==> src/rtl/sync_req_arbiter.sv <==
// Round-robin REQ/ACK arbiter sharing one service resource across NUM_CH channels.
// Optional abort of a stalled service is enabled by defining ARB_TIMEOUT_EN.
module sync_req_arbiter #(
  parameter int NUM_CH  = 4,
  parameter int ID_W    = 2,
  parameter int TIMEOUT = 255,
  parameter int TMO_W   = 8
) (
  input  logic              CLK,
  input  logic              RST,
  input  logic [NUM_CH-1:0] REQ,
  output logic [NUM_CH-1:0] ACK,
  output logic [NUM_CH-1:0] GNT,
  output logic              SVC_START,
  output logic [ID_W-1:0]   SVC_ID,
  input  logic              SVC_DONE,
  output logic              BUSY,
  output logic              ERR
);

  typedef enum logic [1:0] {IDLE, WAIT_DONE, RELEASE} state_t;

  state_t              state_q, state_d;
  logic [NUM_CH-1:0]   gnt_q, gnt_d;
  logic [NUM_CH-1:0]   ack_q, ack_d;
  logic                start_q, start_d;
  logic [ID_W-1:0]     id_q, id_d;
  logic                busy_q, busy_d;
  logic [ID_W-1:0]     rr_q, rr_d;

  logic [2*NUM_CH-1:0] req_dbl;
  logic [NUM_CH-1:0]   req_rot;
  logic [ID_W-1:0]     pick_off;
  logic [ID_W:0]       pick_sum;
  logic [ID_W-1:0]     pick;
  logic [ID_W:0]       rr_sum;
  logic [ID_W-1:0]     rr_next;
  logic                tmo_expired;

  // Rotate requests so bit 0 is the rr pointer, then take the lowest set bit.
  always_comb begin
    req_dbl  = {REQ, REQ} >> rr_q;
    req_rot  = req_dbl[NUM_CH-1:0];
    pick_off = '0;
    for (int i = NUM_CH - 1; i >= 0; i--) begin
      if (req_rot[i]) pick_off = ID_W'(i);
    end
    pick_sum = {1'b0, rr_q} + {1'b0, pick_off};
    if (pick_sum >= (ID_W+1)'(NUM_CH)) pick_sum = pick_sum - (ID_W+1)'(NUM_CH);
    pick = pick_sum[ID_W-1:0];

    rr_sum = {1'b0, id_q} + (ID_W+1)'(1);
    if (rr_sum >= (ID_W+1)'(NUM_CH)) rr_sum = '0;
    rr_next = rr_sum[ID_W-1:0];
  end

`ifdef ARB_TIMEOUT_EN
  logic [TMO_W-1:0] tmo_q, tmo_d;
  logic             err_q, err_d;

  assign tmo_expired = (state_q == WAIT_DONE) && !SVC_DONE &&
                       (tmo_q == TMO_W'(TIMEOUT - 1));

  always_comb begin
    tmo_d = tmo_q;
    err_d = err_q;
    if (state_q == IDLE) begin
      tmo_d = '0;
    end else if (state_q == WAIT_DONE && !SVC_DONE) begin
      tmo_d = tmo_q + TMO_W'(1);
      if (tmo_expired) err_d = 1'b1;
    end
  end

  always_ff @(posedge CLK) begin
    if (RST) begin
      tmo_q <= '0;
      err_q <= 1'b0;
    end else begin
      tmo_q <= tmo_d;
      err_q <= err_d;
    end
  end

  assign ERR = err_q;
`else
  localparam int unused_tmo_cfg = TIMEOUT + TMO_W;
  assign tmo_expired = 1'b0;
  assign ERR         = 1'b0;
`endif

  always_comb begin
    state_d = state_q;
    gnt_d   = gnt_q;
    ack_d   = ack_q;
    start_d = 1'b0;
    id_d    = id_q;
    busy_d  = busy_q;
    rr_d    = rr_q;
    case (state_q)
      IDLE: begin
        if (|REQ) begin
          gnt_d        = '0;
          gnt_d[pick]  = 1'b1;
          start_d      = 1'b1;
          id_d         = pick;
          busy_d       = 1'b1;
          state_d      = WAIT_DONE;
        end
      end
      WAIT_DONE: begin
        if (SVC_DONE || tmo_expired) begin
          gnt_d       = '0;
          ack_d       = '0;
          ack_d[id_q] = 1'b1;
          state_d     = RELEASE;
        end
      end
      RELEASE: begin
        // An aborted requester has REQ low already, so ACK lasts one cycle.
        if (!REQ[id_q]) begin
          ack_d   = '0;
          busy_d  = 1'b0;
          rr_d    = rr_next;
          state_d = IDLE;
        end
      end
      default: state_d = IDLE;
    endcase
  end

  always_ff @(posedge CLK) begin
    if (RST) begin
      state_q <= IDLE;
      gnt_q   <= '0;
      ack_q   <= '0;
      start_q <= 1'b0;
      id_q    <= '0;
      busy_q  <= 1'b0;
      rr_q    <= '0;
    end else begin
      state_q <= state_d;
      gnt_q   <= gnt_d;
      ack_q   <= ack_d;
      start_q <= start_d;
      id_q    <= id_d;
      busy_q  <= busy_d;
      rr_q    <= rr_d;
    end
  end

  assign GNT       = gnt_q;
  assign ACK       = ack_q;
  assign SVC_START = start_q;
  assign SVC_ID    = id_q;
  assign BUSY      = busy_q;

endmodule

==> config.mk <==
export PLATFORM = sky130hd
export DESIGN_NAME = sync_req_arbiter
export DESIGN_NICKNAME = d
export VERILOG_FILES = /design/src/rtl/sync_req_arbiter.sv
export SDC_FILE = /design/constraint.sdc
export NUM_CORES = 1
export LEC_CHECK = 0
export CORE_ASPECT_RATIO = 1.1
export CORE_MARGIN = 8
export CORE_UTILIZATION = 48
export DETAILED_ROUTE_END_ITERATION = 6
export PLACE_DENSITY_LB_ADDON = 0.05
export SLEW_MARGIN = 20
export SYNTH_ARGS = -nofsm -noshare
export SYNTH_HDL_FRONTEND = slang
export SYNTH_SLANG_ARGS = --single-unit
==> constraint.sdc <==
create_clock -name CLK -period 2.51 [get_ports CLK]
set_clock_uncertainty 0.05 [all_clocks]
set_input_delay 0.251 -clock CLK [delete_from_list [all_inputs] [get_ports CLK]]
set_output_delay 0.251 -clock CLK [all_outputs]
set_load 0.02 [all_outputs]
==> impl_results.html <==
<table>
<tr><th>Metric</th><th>Value</th></tr>
<tr><th colspan="2">Drt</th></tr>
<tr><td>Post-DR wirelength/cell</td><td>12.7 um</td></tr>
<tr><td>Vias after detailed routing</td><td>795</td></tr>
<tr><td>Routed wire length</td><td>approximately 1.8 mm</td></tr>
<tr><td>Number of DRC violations after detailed routing</td><td>0</td></tr>
<tr><td>Per-cell via count in the routed design</td><td>5.56</td></tr>
<tr><td>Number of detailed-route iterations in the first pass</td><td>4</td></tr>
<tr><td>Initial detailed-routing violation count</td><td>24</td></tr>
<tr><td>Number of nets with antenna violations after detailed routing</td><td>0</td></tr>
<tr><th colspan="2">Logic synthesis</th></tr>
<tr><td>Synth Net Count</td><td>about 120</td></tr>
<tr><td>Dominant synthesized flop cell</td><td>sky130_fd_sc_hd__dfxtp_1</td></tr>
<tr><td>Library cell occupying the most area in the post-synthesis netlist</td><td>sky130_fd_sc_hd__dfxtp_1</td></tr>
<tr><td>Average footprint of a synthesized cell</td><td>8.61 um^2</td></tr>
<tr><td>Synthesis Warnings</td><td>0</td></tr>
<tr><td>Number of distinct library cell variants in the gate-level netlist after synthesis</td><td>38</td></tr>
<tr><td>Area share of the largest cell type after synthesis</td><td>0.361</td></tr>
<tr><td>Share of the yosys chip area belonging to registers</td><td>0.361</td></tr>
<tr><td>Top cells by area, synth</td><td>sky130_fd_sc_hd__dfxtp_1 (36%), sky130_fd_sc_hd__ha_1 (7.1%), sky130_fd_sc_hd__nor2_1 (5.5%)</td></tr>
<tr><td>Synthesized flop and latch total</td><td>16</td></tr>
<tr><td>Async SR Flop Fraction</td><td>0</td></tr>
<tr><td>Number of enable flip-flop cells after synthesis</td><td>0</td></tr>
<tr><td>Area of the mapped netlist</td><td>887 um^2</td></tr>
<tr><td>Gate Count Post-Synth</td><td>roughly 100</td></tr>
<tr><th colspan="2">Global routing</th></tr>
<tr><td>Number of global-route vias before repair</td><td>741</td></tr>
<tr><td>Largest net degree at the start of global routing</td><td>13</td></tr>
<tr><td>Antenna violations before repair</td><td>0</td></tr>
<tr><td>All-Layer GR Usage</td><td>0.107</td></tr>
<tr><td>Global route overflow</td><td>0</td></tr>
<tr><td>Wire length of the first global-routing pass</td><td>3.08 mm</td></tr>
<tr><th colspan="2">Place</th></tr>
<tr><td>IO buf count</td><td>18</td></tr>
<tr><td>HPWL after detailed placement</td><td>1.41 mm</td></tr>
<tr><td>GPL Wtd Cong</td><td>0.873</td></tr>
<tr><td>Area after DPL</td><td>approximately 1100 um^2</td></tr>
<tr><th colspan="2">Timing</th></tr>
<tr><td>Fin crit share</td><td>0.843</td></tr>
<tr><td>Final hold viol count</td><td>0</td></tr>
<tr><td>Number of slew-limit violations in the final report</td><td>0</td></tr>
<tr><td>Relative slew margins</td><td>0.487</td></tr>
<tr><td>Final Setup Violations</td><td>0</td></tr>
<tr><td>Worst Max-Slew Pin Slew</td><td>762 ps</td></tr>
<tr><td>Unrepaired setup endpoints after global routing</td><td>no</td></tr>
<tr><td>Final critical path time including I/O delays and setup</td><td>~2100 ps</td></tr>
<tr><td>Setup tns final</td><td>0 ps</td></tr>
<tr><td>Maximum operating frequency</td><td>473 MHz</td></tr>
<tr><th colspan="2">Cells and area</th></tr>
<tr><td>Final cell area excluding filler cells</td><td>~1100 um^2</td></tr>
<tr><td>Filler Cells Inserted</td><td>between 150 and 200</td></tr>
<tr><td>Commonest cells after routing, fill and taps aside</td><td>sky130_fd_sc_hd__clkdlybuf4s50_1 (18), sky130_fd_sc_hd__dfxtp_1 (16), sky130_fd_sc_hd__nor2_1 (13)</td></tr>
<tr><td>Most common cell after layout, fill and taps aside</td><td>sky130_fd_sc_hd__clkdlybuf4s50_1</td></tr>
<tr><td>Ant. Diodes</td><td>0</td></tr>
<tr><td>Area added between synthesis and finish</td><td>25.7%</td></tr>
<tr><td>Layout cells sized above 1</td><td>0.120</td></tr>
<tr><td>Nets@finish</td><td>around 140</td></tr>
<tr><th colspan="2">CTS</th></tr>
<tr><td># resized after CTS</td><td>0</td></tr>
<tr><td>TritonCTS clock tree</td><td>built</td></tr>
<tr><td>H-tree levels</td><td>1</td></tr>
<tr><td>Hold bufs inserted after CTS</td><td>0</td></tr>
<tr><td>Clock root buffer master</td><td>sky130_fd_sc_hd__clkbuf_4</td></tr>
<tr><td>Post-CTS setup repair buffer count</td><td>0</td></tr>
<tr><td>Maximum clock insertion buffer count</td><td>2</td></tr>
<tr><td>Clock latency on the worst-skew pair</td><td>290 ps</td></tr>
<tr><td>Clock sink total</td><td>16</td></tr>
<tr><td>Worst-path clk slew</td><td>roughly 90 ps</td></tr>
<tr><td>Clock buffer count from CTS</td><td>3</td></tr>
<tr><th colspan="2">Worst setup path</th></tr>
<tr><td>Startpoint of the lowest-slack register-to-register path</td><td>rr_q[0]</td></tr>
<tr><td>Category of the worst setup path capture point</td><td>flop</td></tr>
<tr><td>Length in cells of the worst reg-to-reg path</td><td>6</td></tr>
<tr><td>Largest stage delay, worst path</td><td>560 ps</td></tr>
<tr><td>Category of cells accounting for the largest share of critical-path delay</td><td>simple AND/OR/NAND/NOR gates</td></tr>
<tr><td>Slowest stage cell, crit path</td><td>sky130_fd_sc_hd__or4_1</td></tr>
<tr><td>Buf+Inv Stages, Crit Path</td><td>0</td></tr>
<tr><td>Reg-to-reg critical path endpoint</td><td>GNT[2]</td></tr>
<tr><td>Arrival time at the worst endpoint</td><td>2250 ps</td></tr>
<tr><td>Top fanout value on the critical path</td><td>12</td></tr>
<tr><td>Most Frequent Cell on Critical Path</td><td>sky130_fd_sc_hd__xnor2_1</td></tr>
<tr><td>Cell-by-cell listing of the critical path</td><td>or4_1 &gt; o2111ai_1 &gt; ha_1 &gt; xnor2_1 &gt; xnor2_1 &gt; a2bb2o_1</td></tr>
<tr><td>Required time at the endpoint of the critical path</td><td>2640 ps</td></tr>
<tr><td>Internal reg-to-reg setup slack</td><td>390 ps</td></tr>
<tr><td>Startpoint type of the worst setup path</td><td>flop</td></tr>
<tr><td>Classification of the worst setup path</td><td>flop to flop</td></tr>
<tr><th colspan="2">Power and ir drop</th></tr>
<tr><td>Combinational share of power</td><td>0.237</td></tr>
<tr><td>Worst IR Drop VDD</td><td>~0.5 mV</td></tr>
<tr><td>Internal portion of total power</td><td>roughly 0.00043 W</td></tr>
<tr><td>Share of power burned in registers</td><td>0.479</td></tr>
<tr><td>Net Switching</td><td>between 0.00015 and 0.0002 W</td></tr>
<tr><td>Clock share of power</td><td>0.284</td></tr>
<tr><td>Fraction of power spent switching nets</td><td>0.286</td></tr>
<tr><td>Static leakage</td><td>about 0.43 nW</td></tr>
<tr><td>Power per Cell Area</td><td>~540 nW/um^2</td></tr>
<tr><th colspan="2">Floorplan</th></tr>
<tr><td>Die Height</td><td>61.1 um</td></tr>
<tr><td>Number of ports placed on the die boundary</td><td>20</td></tr>
<tr><td>Starting density of the core</td><td>0.504</td></tr>
<tr><td>Chip Width</td><td>57.0 um</td></tr>
<tr><td>Number of placement rows</td><td>16</td></tr>
<tr><td>CORE AREA</td><td>1760 um^2</td></tr>
<tr><td>Die Area</td><td>about 3500 um^2</td></tr>
<tr><th colspan="2">Hold path</th></tr>
<tr><td>Hold EP</td><td>ACK[1]</td></tr>
<tr><td>Type of the tightest min-delay check</td><td>flop to flop</td></tr>
<tr><td>Worst hold path depth</td><td>2</td></tr>
<tr><td>Hold path startpoint</td><td>ACK[1]</td></tr>
<tr><th colspan="2">Job</th></tr>
<tr><td>Max-cap viol count</td><td>0</td></tr>
<tr><th colspan="2">Outcome</th></tr>
<tr><td>Outcome</td><td>complete, no violations</td></tr>
</table>
==> flip-flops by register name (all words and copies together) (netlist names) <==
name	cells
state_q	2
SVC_START	1
GNT	4
rr_q	2
ACK	4
SVC_ID	2
BUSY	1
==> worst max path at each step <==
stage,startpoint,to,slack [ps],cells past startpoint
6_report,rr_q[0],GNT[2],390,6
5_1_grt,rr_q[0],GNT[2],280,7
4_1_cts,rr_q[0],GNT[2],390,6
3_5_place_dp,REQ[0],GNT[2],120,7
3_3_place_gp,REQ[0],GNT[2],160,7
2_1_floorplan,SVC_ID[1],rr_q[0],390,5
==> worst register-to-register path, stage by stage (launching register included) <==
cell and delay [ps]:
sky130_fd_sc_hd__dfxtp_1 420, sky130_fd_sc_hd__or4_1 560, sky130_fd_sc_hd__o2111ai_1 90, sky130_fd_sc_hd__ha_1 190
sky130_fd_sc_hd__xnor2_1 80, sky130_fd_sc_hd__xnor2_1 300, sky130_fd_sc_hd__a2bb2o_1 310
==> cells by family after synthesis <==
family                     share of synthesized area
AOI/OAI and AO/OA                              0.165
xor gates and xnor gates                      0.0197
adders and majority gates                     0.0705
buffers and inverters                         0.0973
DFF                                            0.361
muxes                                         0.0367
other                                        0.00423
and+or+nand+nor                                0.245
==> synthesized netlist by cell type (2+ instances only) <==
master	n
sky130_fd_sc_hd__a21oi_1	7
sky130_fd_sc_hd__a32o_1	2
sky130_fd_sc_hd__buf_6	4
sky130_fd_sc_hd__dfxtp_1	16
sky130_fd_sc_hd__ha_1	5
sky130_fd_sc_hd__inv_1	4
sky130_fd_sc_hd__nand2_1	11
sky130_fd_sc_hd__nand2b_1	2
sky130_fd_sc_hd__nand3_1	4
sky130_fd_sc_hd__nor2_1	13
sky130_fd_sc_hd__nor2b_1	2
sky130_fd_sc_hd__nor3_1	4
sky130_fd_sc_hd__nor4_1	2
sky130_fd_sc_hd__o32ai_1	2
sky130_fd_sc_hd__xnor2_1	2
==> metrics by stage <==
step | setup slack [ps] | util | instances | power [W] | hold WS, ps
4_1_cts | 391 | 0.633 | 143 | 0.000611 | 419
5_1_grt | 276 | 0.633 | 143 | 0.000637 | 444
3_3_place_gp | 156 | 0.612 | 139 | 0.000437 | 400
6_report | 394 | 0.633 | 143 | 0.000603 | 418
3_5_place_dp | 118 | 0.612 | 139 | 0.000439 | 404
2_1_floorplan | 390 | - | 103 | 0.000384 | 293
==> power by group through the flow <==
stage / logic (W) / clock network [W] / registers, W
after global placement: 0.000142 / 0 / 0.000295
after global routing: 0.000157 / 0.000187 / 0.000292
after detailed placement: 0.000144 / 0 / 0.000295
final: 0.000143 / 0.000171 / 0.000289
after CTS: 0.000145 / 0.000177 / 0.000289
after floorplan: 0.0000771 / 0 / 0.000307
==> area by class of cell <==
cell class | instances | area [um^2] | area share
inverters | 4 | 15.0 | 0.0135
repair buffers | 26 | 240 | 0.215
multi-input cells | 75 | 480 | 0.431
well taps | 18 | 22.5 | 0.0202
clock buffers | 4 | 36.3 | 0.0325
flip-flops and latches | 16 | 320 | 0.287
==> metal layers <==
| layer | vias to the layer above | track usage | share of wire | wire length (um) |
|---|---|---|---|---|
| met5 | - | 0 | 0 | 0 |
| met4 | 0 | 0.0268 | 0 | 0 |
| met3 | 0 | 0.0557 | 0.084 | 152 |
| met2 | 27 | 0.183 | 0.46 | 837 |
| met1 | 362 | 0.114 | 0.45 | 823 |
| li1 | 406 | - | - | - |
Note: power is estimated with default switching activity, not from simulation.
